$ cat src/rtl/sevenseg_pkg.sv
// Shared constants for the 4-digit multiplexed 7-segment scan driver.
// Segment codes are active-low {g,f,e,d,c,b,a}; anodes are active-low.
package sevenseg_pkg;

    localparam logic [6:0] SEG_0    = 7'b1000000;
    localparam logic [6:0] SEG_1    = 7'b1111001;
    localparam logic [6:0] SEG_2    = 7'b0100100;
    localparam logic [6:0] SEG_3    = 7'b0110000;
    localparam logic [6:0] SEG_4    = 7'b0011001;
    localparam logic [6:0] SEG_5    = 7'b0010010;
    localparam logic [6:0] SEG_6    = 7'b0000010;
    localparam logic [6:0] SEG_7    = 7'b1111000;
    localparam logic [6:0] SEG_8    = 7'b0000000;
    localparam logic [6:0] SEG_9    = 7'b0010000;
    localparam logic [6:0] SEG_DASH = 7'b0111111;
    localparam logic [6:0] SEG_OFF  = 7'b1111111;

    // Digit index: 0 is the rightmost position on the display.
    localparam logic [1:0] IDX_TENTHS = 2'd0;
    localparam logic [1:0] IDX_SU     = 2'd1;
    localparam logic [1:0] IDX_ST     = 2'd2;
    localparam logic [1:0] IDX_MIN    = 2'd3;

    localparam logic [3:0] AN_OFF = 4'b1111;

endpackage

$ cat src/rtl/sevenseg_bcd_to_7seg.sv
// Combinational BCD to active-low 7-segment decoder.
// Values 10..15 are not valid BCD and are shown as a dash so bad data is visible.
module bcd_to_7seg
    import sevenseg_pkg::*;
(
    input  logic [3:0] i_bcd,
    output logic [6:0] o_seg
);

    // Table lookup; the default arm covers every non-BCD code.
    always_comb begin
        o_seg = SEG_DASH;
        case (i_bcd)
            4'd0:    o_seg = SEG_0;
            4'd1:    o_seg = SEG_1;
            4'd2:    o_seg = SEG_2;
            4'd3:    o_seg = SEG_3;
            4'd4:    o_seg = SEG_4;
            4'd5:    o_seg = SEG_5;
            4'd6:    o_seg = SEG_6;
            4'd7:    o_seg = SEG_7;
            4'd8:    o_seg = SEG_8;
            4'd9:    o_seg = SEG_9;
            default: o_seg = SEG_DASH;
        endcase
    end

endmodule

$ cat src/rtl/sevenseg_scan_driver.sv
// Time-multiplexed driver for a 4-digit common-anode 7-segment display.
// Digits are snapshotted once per frame (when the index wraps 3->0) so a
// frame never mixes old and new values. Each slot begins with a short
// all-anodes-off window to suppress ghosting. All outputs are registered.
module sevenseg_scan_driver
    import sevenseg_pkg::*;
#(
    parameter int REFRESH_DIV  = 100_000,
    parameter int BLANK_CYCLES = 1_000
)(
    input  logic       clk,
    input  logic       rst,
    input  logic [3:0] digit_min,
    input  logic [3:0] digit_st,
    input  logic [3:0] digit_su,
    input  logic [3:0] digit_tenths,
    input  logic       blank_lead,
    output logic [3:0] an,
    output logic [6:0] seg,
    output logic       dp,
    output logic       frame_tick
);

    localparam int CW = (REFRESH_DIV > 1) ? $clog2(REFRESH_DIV) : 1;
    localparam logic [CW-1:0] CNT_LAST  = CW'(REFRESH_DIV - 1);
    localparam logic [CW-1:0] CNT_BLANK = CW'(BLANK_CYCLES);

    logic [CW-1:0] r_cnt;
    logic [1:0]    r_idx;
    logic [3:0]    r_sh_min;
    logic [3:0]    r_sh_st;
    logic [3:0]    r_sh_su;
    logic [3:0]    r_sh_tenths;
    logic [3:0]    r_an;
    logic [6:0]    r_seg;
    logic          r_dp;
    logic          r_tick;

    logic          w_slot_end;
    logic          w_frame_end;
    logic          w_blank;
    logic          w_lead_off;
    logic [3:0]    w_digit;
    logic [6:0]    w_seg;
    logic [3:0]    w_an_on;

    assign w_slot_end  = (r_cnt == CNT_LAST);
    assign w_frame_end = w_slot_end && (r_idx == IDX_MIN);
    assign w_blank     = (r_cnt < CNT_BLANK);
    // blank_lead is used live; only the digit values are frame-coherent.
    assign w_lead_off  = blank_lead && (r_sh_min == 4'd0) && (r_idx == IDX_MIN);
    assign w_an_on     = ~(4'b0001 << r_idx);

    // Select the shadowed digit for the current slot.
    always_comb begin
        w_digit = r_sh_tenths;
        case (r_idx)
            IDX_TENTHS: w_digit = r_sh_tenths;
            IDX_SU:     w_digit = r_sh_su;
            IDX_ST:     w_digit = r_sh_st;
            IDX_MIN:    w_digit = r_sh_min;
            default:    w_digit = r_sh_tenths;
        endcase
    end

    bcd_to_7seg u_dec (
        .i_bcd (w_digit),
        .o_seg (w_seg)
    );

    // Slot counter wraps by compare, so it never overflows.
    always_ff @(posedge clk or negedge rst) begin
        if (!rst) r_cnt <= '0;
        else if (w_slot_end) r_cnt <= '0;
        else r_cnt <= r_cnt + 1'b1;
    end

    // Digit index advances once per slot; 2-bit wrap gives 3->0.
    always_ff @(posedge clk or negedge rst) begin
        if (!rst) r_idx <= IDX_TENTHS;
        else if (w_slot_end) r_idx <= r_idx + 2'd1;
    end

    // Shadow registers capture all four digits together at the frame boundary.
    always_ff @(posedge clk or negedge rst) begin
        if (!rst) begin
            r_sh_min    <= 4'd0;
            r_sh_st     <= 4'd0;
            r_sh_su     <= 4'd0;
            r_sh_tenths <= 4'd0;
        end else if (w_frame_end) begin
            r_sh_min    <= digit_min;
            r_sh_st     <= digit_st;
            r_sh_su     <= digit_su;
            r_sh_tenths <= digit_tenths;
        end
    end

    // Output registers: one cycle behind the counter/index they reflect.
    always_ff @(posedge clk or negedge rst) begin
        if (!rst) begin
            r_an   <= AN_OFF;
            r_seg  <= SEG_OFF;
            r_dp   <= 1'b1;
            r_tick <= 1'b0;
        end else begin
            r_tick <= w_frame_end;
            if (w_blank || w_lead_off) begin
                r_an  <= AN_OFF;
                r_seg <= SEG_OFF;
                r_dp  <= 1'b1;
            end else begin
                r_an  <= w_an_on;
                r_seg <= w_seg;
                r_dp  <= (r_idx != IDX_SU);
            end
        end
    end

    assign an         = r_an;
    assign seg        = r_seg;
    assign dp         = r_dp;
    assign frame_tick = r_tick;

endmodule

$ cat config.mk
export PLATFORM = sky130hd
export DESIGN_NAME = sevenseg_scan_driver
export DESIGN_NICKNAME = d
export VERILOG_FILES = /design/src/rtl/sevenseg_pkg.sv /design/src/rtl/sevenseg_bcd_to_7seg.sv /design/src/rtl/sevenseg_scan_driver.sv
export SDC_FILE = /design/constraint.sdc
export NUM_CORES = 1
export LEC_CHECK = 0
export CORE_MARGIN = 5
export CORE_UTILIZATION = 30
export CTS_CLUSTER_SIZE = 25
export DETAILED_ROUTE_END_ITERATION = 7
export PLACE_DENSITY = 0.49
export SLEW_MARGIN = 0
export SYNTH_ARGS = -nofsm -noshare
export SYNTH_HDL_FRONTEND = slang
export SYNTH_HIERARCHICAL = 1
export SYNTH_SLANG_ARGS = --single-unit
$ cat constraint.sdc
create_clock -name clk -period 3.8 [get_ports clk]
set_clock_uncertainty 0.05 [all_clocks]
set_input_delay 0.76 -clock clk [delete_from_list [all_inputs] [get_ports clk]]
set_output_delay 0.76 -clock clk [all_outputs]
set_load 0.01 [all_outputs]
Yosys cells after proc, flatten, opt, wreduce, memory -nomap -nowiden
Memory sizes are Yosys's and may differ from the RTL's.
Cells that the tools add are included.
{"block": "word_totals", "reg_bits": 48, "latch_bits": 0, "ramBits": 0, "romBits": 112, "input_bits": 19, "out_inout_bits": 13, "word_cells": 32, "n_memories": 1}
{"block": "op_classes", "n_addsub": 2, "multipliers": 0, "div_mod_pow": 0, "n_lt_le_gt_ge": 1, "eq_ne": 5, "shift": 1, "mux": 5, "n_bitwise": 1, "reduce_logical": 6}
{"memory": "(no name shown)", "depth": 16, "width": 7, "read_ports": 1, "rd_clocked_by_memory_dff": 0, "wr": 0, "line_no": "sevenseg_bcd_to_7seg.sv:13", "rtl": "case (i_bcd)"}
{"op": "$add A17 B1 Y17 const B", "n": 1}
{"op": "$eq A17 B17 Y1 const B", "n": 1}
{"op": "$lt A17 B10 Y1 const B", "n": 1}
{"op": "$mux W17", "n": 1}
{"op": "$pmux W4 S4", "n": 1}
{"op": "$mux W7", "n": 1}
{"op": "$eq A2 B2 Y1 const B", "n": 2}
{"op": "$logic_not A4 Y1", "n": 1}
{"op": "$mux W4", "n": 1}
{"op": "$not A4 Y4", "n": 1}
{"op": "$shl A1 B2 Y4 const A", "n": 1}
{"op": "$logic_and A1 B1 Y1", "n": 3}
{"op": "$add A2 B1 Y2 const B", "n": 1}
{"op": "$eq A2 B1 Y1 const B", "n": 1}
{"op": "$logic_not A2 Y1", "n": 1}
{"op": "$ne A2 B1 Y1 const B", "n": 1}
{"op": "$logic_or A1 B1 Y1", "n": 1}
{"op": "$mux W1", "n": 1}

Longest topological paths before layout
Gate-level depths: netlist of the first run.
{"block": "logic_depth", "depth_word": 5, "depth_mapped": 9, "mapped_depth_nobuf": 9}

By module
Netlist of the first run, hierarchy kept.
{"mod": "sevenseg_scan_driver", "instances": 1, "cells_each": 178, "area_per_inst_um2": 2162.1, "seq_area_each_um2": 1189.9}
{"mod": "bcd_to_7seg", "instances": 1, "cells_each": 31, "area_per_inst_um2": 240.2, "seq_area_each_um2": 0.0}

Worst setup path after synthesis of the first run
No wires, ideal clock.
{"block": "synth_path", "path_type": "reg2reg", "start": "reg r_idx[0]", "end": "reg r_seg[4], in the netlist seg[4]", "setup_time_ns": 0.064, "arrival_ns": 2.182, "required_ns": 3.686, "slack_ns": 1.504, "stages_incl_launch_ff": 10, "path_buffers": 1, "synth_period_minus_slack_ns": 2.296, "cell_sequence": "dfrtp_1 -> inv_1 -> ha_1 -> buf_1 -> mux2i_1 -> inv_1 -> ha_1 -> or2b_1 -> a31oi_1 -> nand2b_1"}
{"block": "synth_via", "elab_chain_cells": 4, "elab_cells_between_ends": 9, "classes_between": "eq/ne: 3; mux: 2; reduce/logical: 3; memory: 1"}
{"item": "from (decl)", "line_no": "sevenseg_scan_driver.sv:29", "rtl": "logic [1:0] r_idx;"}
{"item": "from (signal assigned)", "line_no": "sevenseg_scan_driver.sv:81", "rtl": "else if (w_slot_end) r_idx <= r_idx + 2'd1;"}
{"item": "$eq A2 B2 Y1, or another cell as far along", "line_no": "sevenseg_scan_driver.sv:57", "rtl": "case (r_idx)"}
{"item": "$pmux W4 S4 *", "line_no": "sevenseg_scan_driver.sv:57"}
{"item": "net w_digit[1]", "line_no": "sevenseg_scan_driver.sv:43", "rtl": "logic [3:0] w_digit;"}
{"item": "$mem_v2 Z16 W7 *"}
{"item": "net w_seg[4]", "line_no": "sevenseg_scan_driver.sv:44", "rtl": "logic [6:0] w_seg;"}
{"item": "$mux W7 *", "line_no": "sevenseg_scan_driver.sv:108", "rtl": "if (w_blank || w_lead_off) begin"}
{"item": "to (signal assigned)", "line_no": "sevenseg_scan_driver.sv:114", "rtl": "r_seg <= w_seg;"}
{"item": "to (decl)", "line_no": "sevenseg_scan_driver.sv:35", "rtl": "logic [6:0] r_seg;"}
The timed path passes the listed nets; every way through them passes the cells marked *.
A chain may end at the register's enable or synchronous reset.

Worst setup path after layout of the first run
{"block": "layout_path", "start": "reg r_idx[1]", "end": "reg r_seg[4], in the netlist seg[4]"}
Same word-level chain as after synthesis.

==> results of run 1 <==
## state kept, by name, indices dropped and copies added, names as in the netlist
signal	cells
r_sh_tenths	4
r_cnt	17
an	4
r_sh_st	4
r_sh_min	4
r_sh_su	4
seg	7
frame_tick	1
r_idx	2
## worst max-delay path, stage by stage, from the launching register on
cell and delay [ps]:
dfrtp_1 400, inv_1 130, ha_1 300, a222oi_1 140, mux2i_1 610, inv_1 200
ha_1 240, or2b_1 220, a31oi_1 150, nand2b_1 120
## routing by layer
layer	routed length, um	global-route usage, %	up-vias
li1	-	-	780
met1	2340	14.2	756
met2	2010	14.8	38
met3	221	2.81	5
met4	95	4.41	0
met5	0	0	-
## cell type report
cell class              instances  area share (%)
clock buffers                   6            2.54
well taps                     102            4.47
clock inverters                 2           0.482
multi-input cells             140            38.6
inverters                      12            1.58
flip-flops and latches         47            41.6
repair buffers                 31            10.7
## per-stage QoR
stage,worst slack [ps],area (um2)
floorplan,1500,2400
global placement,1240,2770
detailed placement,1190,2770
CTS,1170,2860
global route,953,2860
finish,1170,2860
## power by group through the flow
stage / combinational, mW / sequential (mW) / clock, mW
2_1_floorplan: 0.0328 / 0.522 / 0
3_3_place_gp: 0.0642 / 0.525 / 0
3_5_place_dp: 0.0641 / 0.525 / 0
4_1_cts: 0.0646 / 0.515 / 0.317
5_1_grt: 0.0709 / 0.517 / 0.343
6_report: 0.0628 / 0.515 / 0.302
## final timing paths
path	from	depth (start not counted)	to	slack [ps]
min in group asynchronous	rst	1	r_cnt[14]$_DFF_PN0_	590
setup reg to reg	r_idx[1]$_DFFE_PN0N_	9	seg[4]$_DFF_PN1_	1170
setup / recovery	r_idx[1]$_DFFE_PN0N_	9	seg[4]$_DFF_PN1_	1170
hold reg to reg	r_cnt[0]$_DFF_PN0_	1	r_cnt[0]$_DFF_PN0_	440
max in group asynchronous	rst	1	r_cnt[12]$_DFF_PN0_	2470
hold / removal	r_cnt[0]$_DFF_PN0_	1	r_cnt[0]$_DFF_PN0_	440
## kinds of logic after synthesis
kind of cell | Yosys count | synth area share (%)
AND/OR/NAND/NOR | 74 | 18.4
AO/OA/AOI/OAI | 21 | 5.94
adder cells (fa/ha/maj) | 11 | 5.73
buffers and inverters | 22 | 4.53
multiplexers | 21 | 11.1
XOR/XNOR | 13 | 4.74
flip-flops | 47 | 49.5
## layout by cell type (no fill, tap or decap), types with 2 or more instances in the layout
cell type / count
a21oi_1: 5
a222oi_1: 4
a22oi_1: 2
a31oi_1: 2
and2b_1: 2
clkbuf_8: 5
clkdlybuf4s50_1: 30
dfrtp_1: 36
dfstp_2: 11
ha_1: 11
inv_1: 12
mux2_2: 6
mux2_4: 10
mux2i_1: 5
nand2_1: 13
nand2b_1: 8
nand3_1: 6
nand4_1: 6
nor2_1: 13
nor3_1: 4
nor4_1: 2
nor4b_1: 2
o21ai_0: 5
or3_1: 5
xnor2_1: 6
xor2_1: 7
==> results.txt, run 1 <==
initial antenna violation count - 0
Rows - 32
1st-iter DRT viols - 46
post-CTS setup buffer count - 0
HP Class - flop to flop
number of synthesis warnings - 6
Area Overhead vs Synth - 19.0%
Die Height - 99.5 um
crit path launch type - flop
critical-path maximum fanout - 7
Synth Instances - 209
worst slew pin tran - 1040 ps
GP Congestion - 0.801
HPWL after detailed placement - 3350 um
final wirelength - 4670 um
run status - finished, final reports clean
P per Cell Area - 308 nW/um2
maxcap violations - 0
most common cell in the netlist - dfrtp_1
top cells by area, synth - dfrtp_1 38%, dfstp_2 12%, mux2_4 6.3%
hold_buf cts - 0
IO Pins - 32
Crit Path Category - flop to flop
TNS Setup - 0 ps
largest net degree at the start of global routing - 48
Clock Latency Late Sink - 300 ps
EDFF count, synth - 0
number of iterations in the first detailed-routing pass - 4
die area - 9900 um2
CTS H-tree depth - 2
Slew Viols, Final - 0
Yosys top cell area share - 37.5%
core area - 7770 um2
DR WL/cell - 13.7 um
syn_area_per_cell - 11.5 um2
ys flop type - dfrtp_1
Final Cycle Share - 69.1%
clock root buffer - clkbuf_8
CTS tree - yes
Clk pin slew, worst setup/hold paths - 90 ps
switching power share of the total - 23.2%
critical path data arrival time - 2820 ps
sw power - 0.204 mW
setup repair after global routing missed its margin - no
clock group share of total power - 34.3%
Remaining Overflow, GRT - 0
type of element capturing the critical path - flop
Port-buffer cells - 31
final non-filler cell total - 340
total power - 0.880 mW
TritonCTS Buffers - 5
layout cells sized above 1 - 16.8%
Yosys cell types - 44
flops & latches, synth - 47
Final Core Density - 36.8%
P_leak - 1.27 nW
multi-input logic area - 1100 um2
nets - 267
sequential element share of the synthesized area - 49.5%
initial core utilization - 30.9%
aggregate global-route resource usage - 10.2%
final hold viol count - 0
Cell Int Power - 0.675 mW
syn_nets - 239
Final setup viols - 0
Rel. slew slack - 30.7%
CP Data Required Time - 3990 ps
routed vias - 1,579
Hold Slack - 435 ps
largest area contributor in the netlist - dfrtp_1
Max Buffers Root-to-Sink - 2
ys async rst share - 100%
Via density - 4.64
width of the die - 99.5 um
Post-route DRC - 0
Post-CTS Resized - 0
combinational power share - 7.1%
number of global-route vias before repair - 1,598
Filler cells - 807
n_diodes - 0
Reg area - 1190 um2
crit path time final - 2630 ps
first-pass GRT wire length - 8000 um
Mapped Area - 2400 um2
Max Freq - 381 MHz
Post-Place Cells - 332
Num Clock Sinks - 47
most frequent cells after synthesis - 36 x dfrtp_1, 13 x nand2_1, 13 x nor2_1, 12 x inv_1
ANT nets after route - 0
maximum vdd drop - 0.000140 V
Reg power frac - 58.6%
(Power assumes the default switching activity.)
==> inputs of run 2 (changes only) <==
==> constraint.sdc (replaced) <==
create_clock -name clk -period 2.54 [get_ports clk]
set_clock_uncertainty 0.05 [all_clocks]
set_input_delay 0.508 -clock clk [delete_from_list [all_inputs] [get_ports clk]]
set_output_delay 0.508 -clock clk [all_outputs]
set_load 0.01 [all_outputs]
==> results.txt, run 2 (synthesized netlist as in run 1, its figures left out) <==
switching power share of the total - 21.3% (-1.9 points)
most frequent cells in the layout - 36 x dfrtp_1, 30 x clkdlybuf4s50_1, 13 x nand2_1, 13 x nor2_1, 12 x inv_1
final hold viol count - 0 (unchanged)
final worst setup slack - 292 ps (-882 ps)
Final Cycle Share - 88.5% (+19 points)
hold_buf cts - 0 (unchanged)
HP Class - primary input to async pin
1st-iter DRT viols - 75 (+63%)
aggregate global-route resource usage - 10.5% (+0.24 points)
Area Overhead vs Synth - 22.3%
combinational power share - 7.0% (about the same)
layout cells sized above 1 - 19.1% (+2.3 points)
initial antenna violation count - 0 (unchanged)
die area - 9900 um2 (unchanged)
worst slew pin tran - 923 ps (-116 ps)
Final setup viols - 0 (unchanged)
type of element capturing the critical path - flop
crit path launch - r_idx[0]$_DFFE_PN0N_
Die Height - 99.5 um (unchanged)
maxcap violations - 0 (unchanged)
Num Clock Sinks - 47 (unchanged)
Max Freq - 445 MHz (+17%)
critical path data arrival time - 2430 ps (-390 ps)
CTS H-tree depth - 2 (unchanged)
TritonCTS Buffers - 5 (unchanged)
Max Buffers Root-to-Sink - 2 (unchanged)
Crit path buffers/inverters - 2 (unchanged)
Clk pin slew, worst setup/hold paths - 90 ps (about the same)
number of global-route vias before repair - 1,595 (-0.19%)
GP Congestion - 0.753 (-6.0%)
sw power - 0.302 mW (+48%)
CTS tree - yes
final wirelength - 4780 um (+2.4%)
Crit Path Category - flop to flop
width of the die - 99.5 um (unchanged)
Reg power frac - 54.4% (-4.2 points)
Final Core Density - 37.8% (+1.0 points)
Post-route DRC - 0 (unchanged)
number of iterations in the first detailed-routing pass - 4 (unchanged)
first-pass GRT wire length - 8260 um (+3.2%)
crit-path max cell delay - 410 ps (-200 ps)
most common cell after layout, fill and taps aside - dfrtp_1
Rows - 32 (unchanged)
slowest stage cell, crit path - dfrtp_1
Remaining Overflow, GRT - 0 (unchanged)
setup repair after global routing missed its margin - no
worst-path cell chain - inv_1 -> ha_1 -> a222oi_1 -> mux2i_1 -> inv_1 -> ha_1 -> or2b_1 -> a31oi_1 -> nand2b_1
crit path time final - 2250 ps (-378 ps)
critical-path maximum fanout - 5 (-2)
P per Cell Area - 482 nW/um2 (+57%)
ANT nets after route - 0 (unchanged)
n_diodes - 0 (unchanged)
Crit path max-delay family - adder cells
clock group share of total power - 38.6% (+4.3 points)
TNS Setup - 0 ps (unchanged)
P_leak - 1.32 nW (+3.6%)
Slew Viols, Final - 0 (unchanged)
Reg with most FFs - r_cnt
run status - finished, final reports clean
Reg2Reg Launch Point - r_idx[0]$_DFFE_PN0N_
Port-buffer cells - 31 (unchanged)
core area - 7770 um2 (unchanged)
largest net degree at the start of global routing - 22 (-54%)
Via density - 4.60 (-1.0%)
routed vias - 1,600 (+1.3%)
DR WL/cell - 13.7 um (about the same)
crit path launch type - flop
DP Worst Slack - 295 ps (-899 ps)
Rel. slew slack - 38.2% (+7.4 points)
Cell Int Power - 1.11 mW (+65%)
CP Data Required Time - 2720 ps (-1270 ps)
max FFs per register - 17 (unchanged)
nets - 275 (+3.0%)
clock root buffer - clkbuf_8
post-CTS setup buffer count - 0 (unchanged)
Post-CTS Resized - 0 (unchanged)
maximum vdd drop - 0.000208 V (+49%)
IO Pins - 32 (unchanged)
Clock Latency Late Sink - 300 ps (about the same)
initial core utilization - 30.9% (unchanged)
HPWL after detailed placement - 3550 um (+6.0%)
-- run 2: cell count changes in the layout (fill, tap and decap cells not counted), sizes merged --
cell    delta
buf        +8
bufinv     +1
clkbuf     +1
clkinv     -2
-- run 2: final cells by class --
cell class / instances / area [um2]
fill: 810 / 4830
clock buffer: 7 / 76.3
sequential: 47 / 1190
tap: 102 / 128
inverter: 12 / 45.0
multi-input combinational: 140 / 1100
timing repair buffer: 39 / 365
clock inverter: 1 / 30.0
-- run 2: path summary, 6_finish.rpt --
kind	cells past startpoint	end	slack (ps)
worst max-delay path	9	seg[4]$_DFF_PN1_	290
worst min-delay path	1	r_cnt[10]$_DFF_PN0_	40
worst max register to register	9	seg[4]$_DFF_PN1_	290
worst min register to register	1	r_cnt[0]$_DFF_PN0_	450
max in group asynchronous	2	seg[3]$_DFF_PN1_	1760
min in group clk	1	r_cnt[0]$_DFF_PN0_	450
-- run 2: per-layer routing --
layer  vias up  part of all wire, %  GRT usage [%]
li1        802                    -              -
met2        45                   41           14.9
met4         0                  1.8           4.41
met5         -                    0              0
met1       747                   52           15.1
met3         6                  5.2           2.45
-- run 2: metrics by stage --
stage               hold WS [ps]  instance area [um2]  total power, mW  instances
floorplan                    162                 2400            0.830        209
global placement             365                 2830            0.886        340
detailed placement           377                 2830            0.886        340
CTS                         37.5                 2940             1.45        348
global route                43.5                 2940             1.49        348
finish                      35.2                 2940             1.42        348
-- run 2: power groups by stage --
stage | sequential [mW] | clock [mW] | combinational [mW]
6_report | 0.771 | 0.547 | 0.0985
5_1_grt | 0.773 | 0.602 | 0.111
4_1_cts | 0.771 | 0.575 | 0.101
3_5_place_dp | 0.785 | 0 | 0.101
3_3_place_gp | 0.785 | 0 | 0.100
2_1_floorplan | 0.781 | 0 | 0.0491
-- run 2: worst reg2reg max path: cells and delay by family, from the launching register on --
kind | cells | cell delay [ps]
DFF | 1 | 410
AOI/OAI and AO/OA | 2 | 280
muxes | 1 | 310
buffers and inverters | 2 | 290
adders and majority gates | 2 | 510
and+or+nand+nor | 2 | 340
==> patch, RTL diff (config.mk and constraints of run 2) <==
The parameter `BLANK_CYCLES` goes from 1_000 to 500.
--- a/src/rtl/sevenseg_scan_driver.sv
+++ b/src/rtl/sevenseg_scan_driver.sv
@@ -6,7 +6,7 @@
     import sevenseg_pkg::*;
 #(
     parameter int REFRESH_DIV  = 100_000,
-    parameter int BLANK_CYCLES = 1_000
+    parameter int BLANK_CYCLES = 500
 )(
     input  logic       clk,
     input  logic       rst,
Function: no difference found for any inputs over 10 cycles, from zero or initial values and one cycle with rst low; that may be too few to reach the edited logic, so the function may still have changed.
==> patch against run 2 <==
Sequential power about the same; area after synthesis shrank 0.21%; first-iteration DRC count fell by 63%; non-clock buffer count decreased by 1; synthesized cell count down 3.8%; utilization fell by 0.69 points; worst setup slack worse by 0.071 ns; via count is 3.4% lower; final area is 1.8% lower; power is 7.3% lower; routed wire length down 0.75%; sequential cell count did not move; count of clock-buffer cells in the layout fell by 2; final cell count down 2.6%; critical endpoint is now seg[0]$_DFF_PN1_.
==> patch: results <==
[sta]
hold_slack_ns = 0.1481
max_fclk_mhz = 431.1
slew-limit-headroom_pct = 29.52

[finish]
non_clock_inverter_count = 10
nNetsFinal = 266
fillCellCount = 792
area_taken_by_multi_input_logic_gates_um2 = 1087
postLayoutCellArea_um2 = 2884
bufAreaShareNonClock_pct = 12.41
number_of_antenna_cells_inserted = 0
final_layout_size_suffix_gt1_share_pct = 20.68
share_of_final_layout_cell_area_taken_by_clock_buffers_and_inverters_pct = 2.907
multi_input_gates = 134
buffers = 38
count_of_placed_standard_cells_in_the_final_layout_fillers_left_out = 339

[floorplanning]
floorplan_die_area_um2 = 9878

[grt]
grt_use_met2_pct = 16.22
grt_util_met1_pct = 13.64
gr-usage-all-layers_pct = 10.24
use_met3_pct = 2.735
grt_pass1_vias = 1652
grt_max_degree = 26
grt_pass1_wl_mm = 8.155

[pwr]
irDropWorstVdd_mv = 0.1869
cellLeakagePower_nw = 1.285
cellInternalPower_mw = 1.009
power_share_of_the_clock_group_pct = 33.7
powerDensity_nw_per_um2 = 455.0
reported_combinational_group_power_uw = 99.8

[drt]
met3_wirelength_from_detailed_routing_um = 204
routed_wire_length_per_instance_um = 13.99
drt-met1-wl_mm = 2.302
routed-wl-met2_mm = 2.206
detail_route.iter0.violations = 28
avgViaCountPerCell = 4.560
first_pass_iters = 4

[logic_synthesis]
yosys-top-cells-count = 36 x dfrtp_1, 13 x nor2_1, 11 x dfstp_2, 11 x ha_1, 11 x nand2_1
avgSynthCellArea_um2 = 11.93
yosysSeqAreaShare_pct = 49.63
synth_area_leaders = dfrtp_1 38%, dfstp_2 12%, mux2_4 6.3%
synth_fp_nets = 231
ys_types = 45
yosys_register_bits = 47

[critical_path]
crit_reg_reg_endpoint = seg[0]$_DFF_PN1_
arr_time_crit_path_ns = 2.46
crit_path_max_fanout = 13
cpPeakStageDelay_ns = 0.75
cpMaxStageDelayCell = mux2i_1
worst-r2r-cell-count = 6
critPathTopFamily = multiplexers
ff2ff_setup_slack_ns = 0.22

[place]
placement.io_buffers = 31
place_inst = 331
detailed_place.area_um2 = 2800
dpl.hpwl_mm = 3.498
gp_routability_congestion = 0.7248
preCtsSetupSlack_ns = 0.1120

[clock_tree]
cts-htree-levels = 2
clkTransAtPathRegs_ns = 0.09

[status]
run_status = complete, no violations
[patch: logic make-up (layout without fill, tap and decap cells)]
kind of cell | after synthesis | after routing | synth area share (%)
AO/OA/AOI/OAI | 14 | 14 | 4.384
XOR/XNOR | 16 | 16 | 5.845
adder cells (fa/ha/maj) | 11 | 11 | 5.741
buffers and inverters | 20 | 56 | 5.011
flip-flops | 47 | 47 | 49.63
multiplexers | 22 | 22 | 11.64
AND/OR/NAND/NOR | 71 | 71 | 17.75
[patch: how the worst max path moves through the flow]
stage	from	end
6_report	r_idx[0]$_DFFE_PN0N_	seg[0]$_DFF_PN1_
3_3_place_gp	blank_lead	an[1]$_DFF_PN1_
2_1_floorplan	r_idx[0]$_DFFE_PN0N_	seg[4]$_DFF_PN1_
4_1_cts	r_idx[0]$_DFFE_PN0N_	seg[0]$_DFF_PN1_
3_5_place_dp	blank_lead	an[0]$_DFF_PN1_
5_1_grt	r_idx[0]$_DFFE_PN0N_	seg[0]$_DFF_PN1_
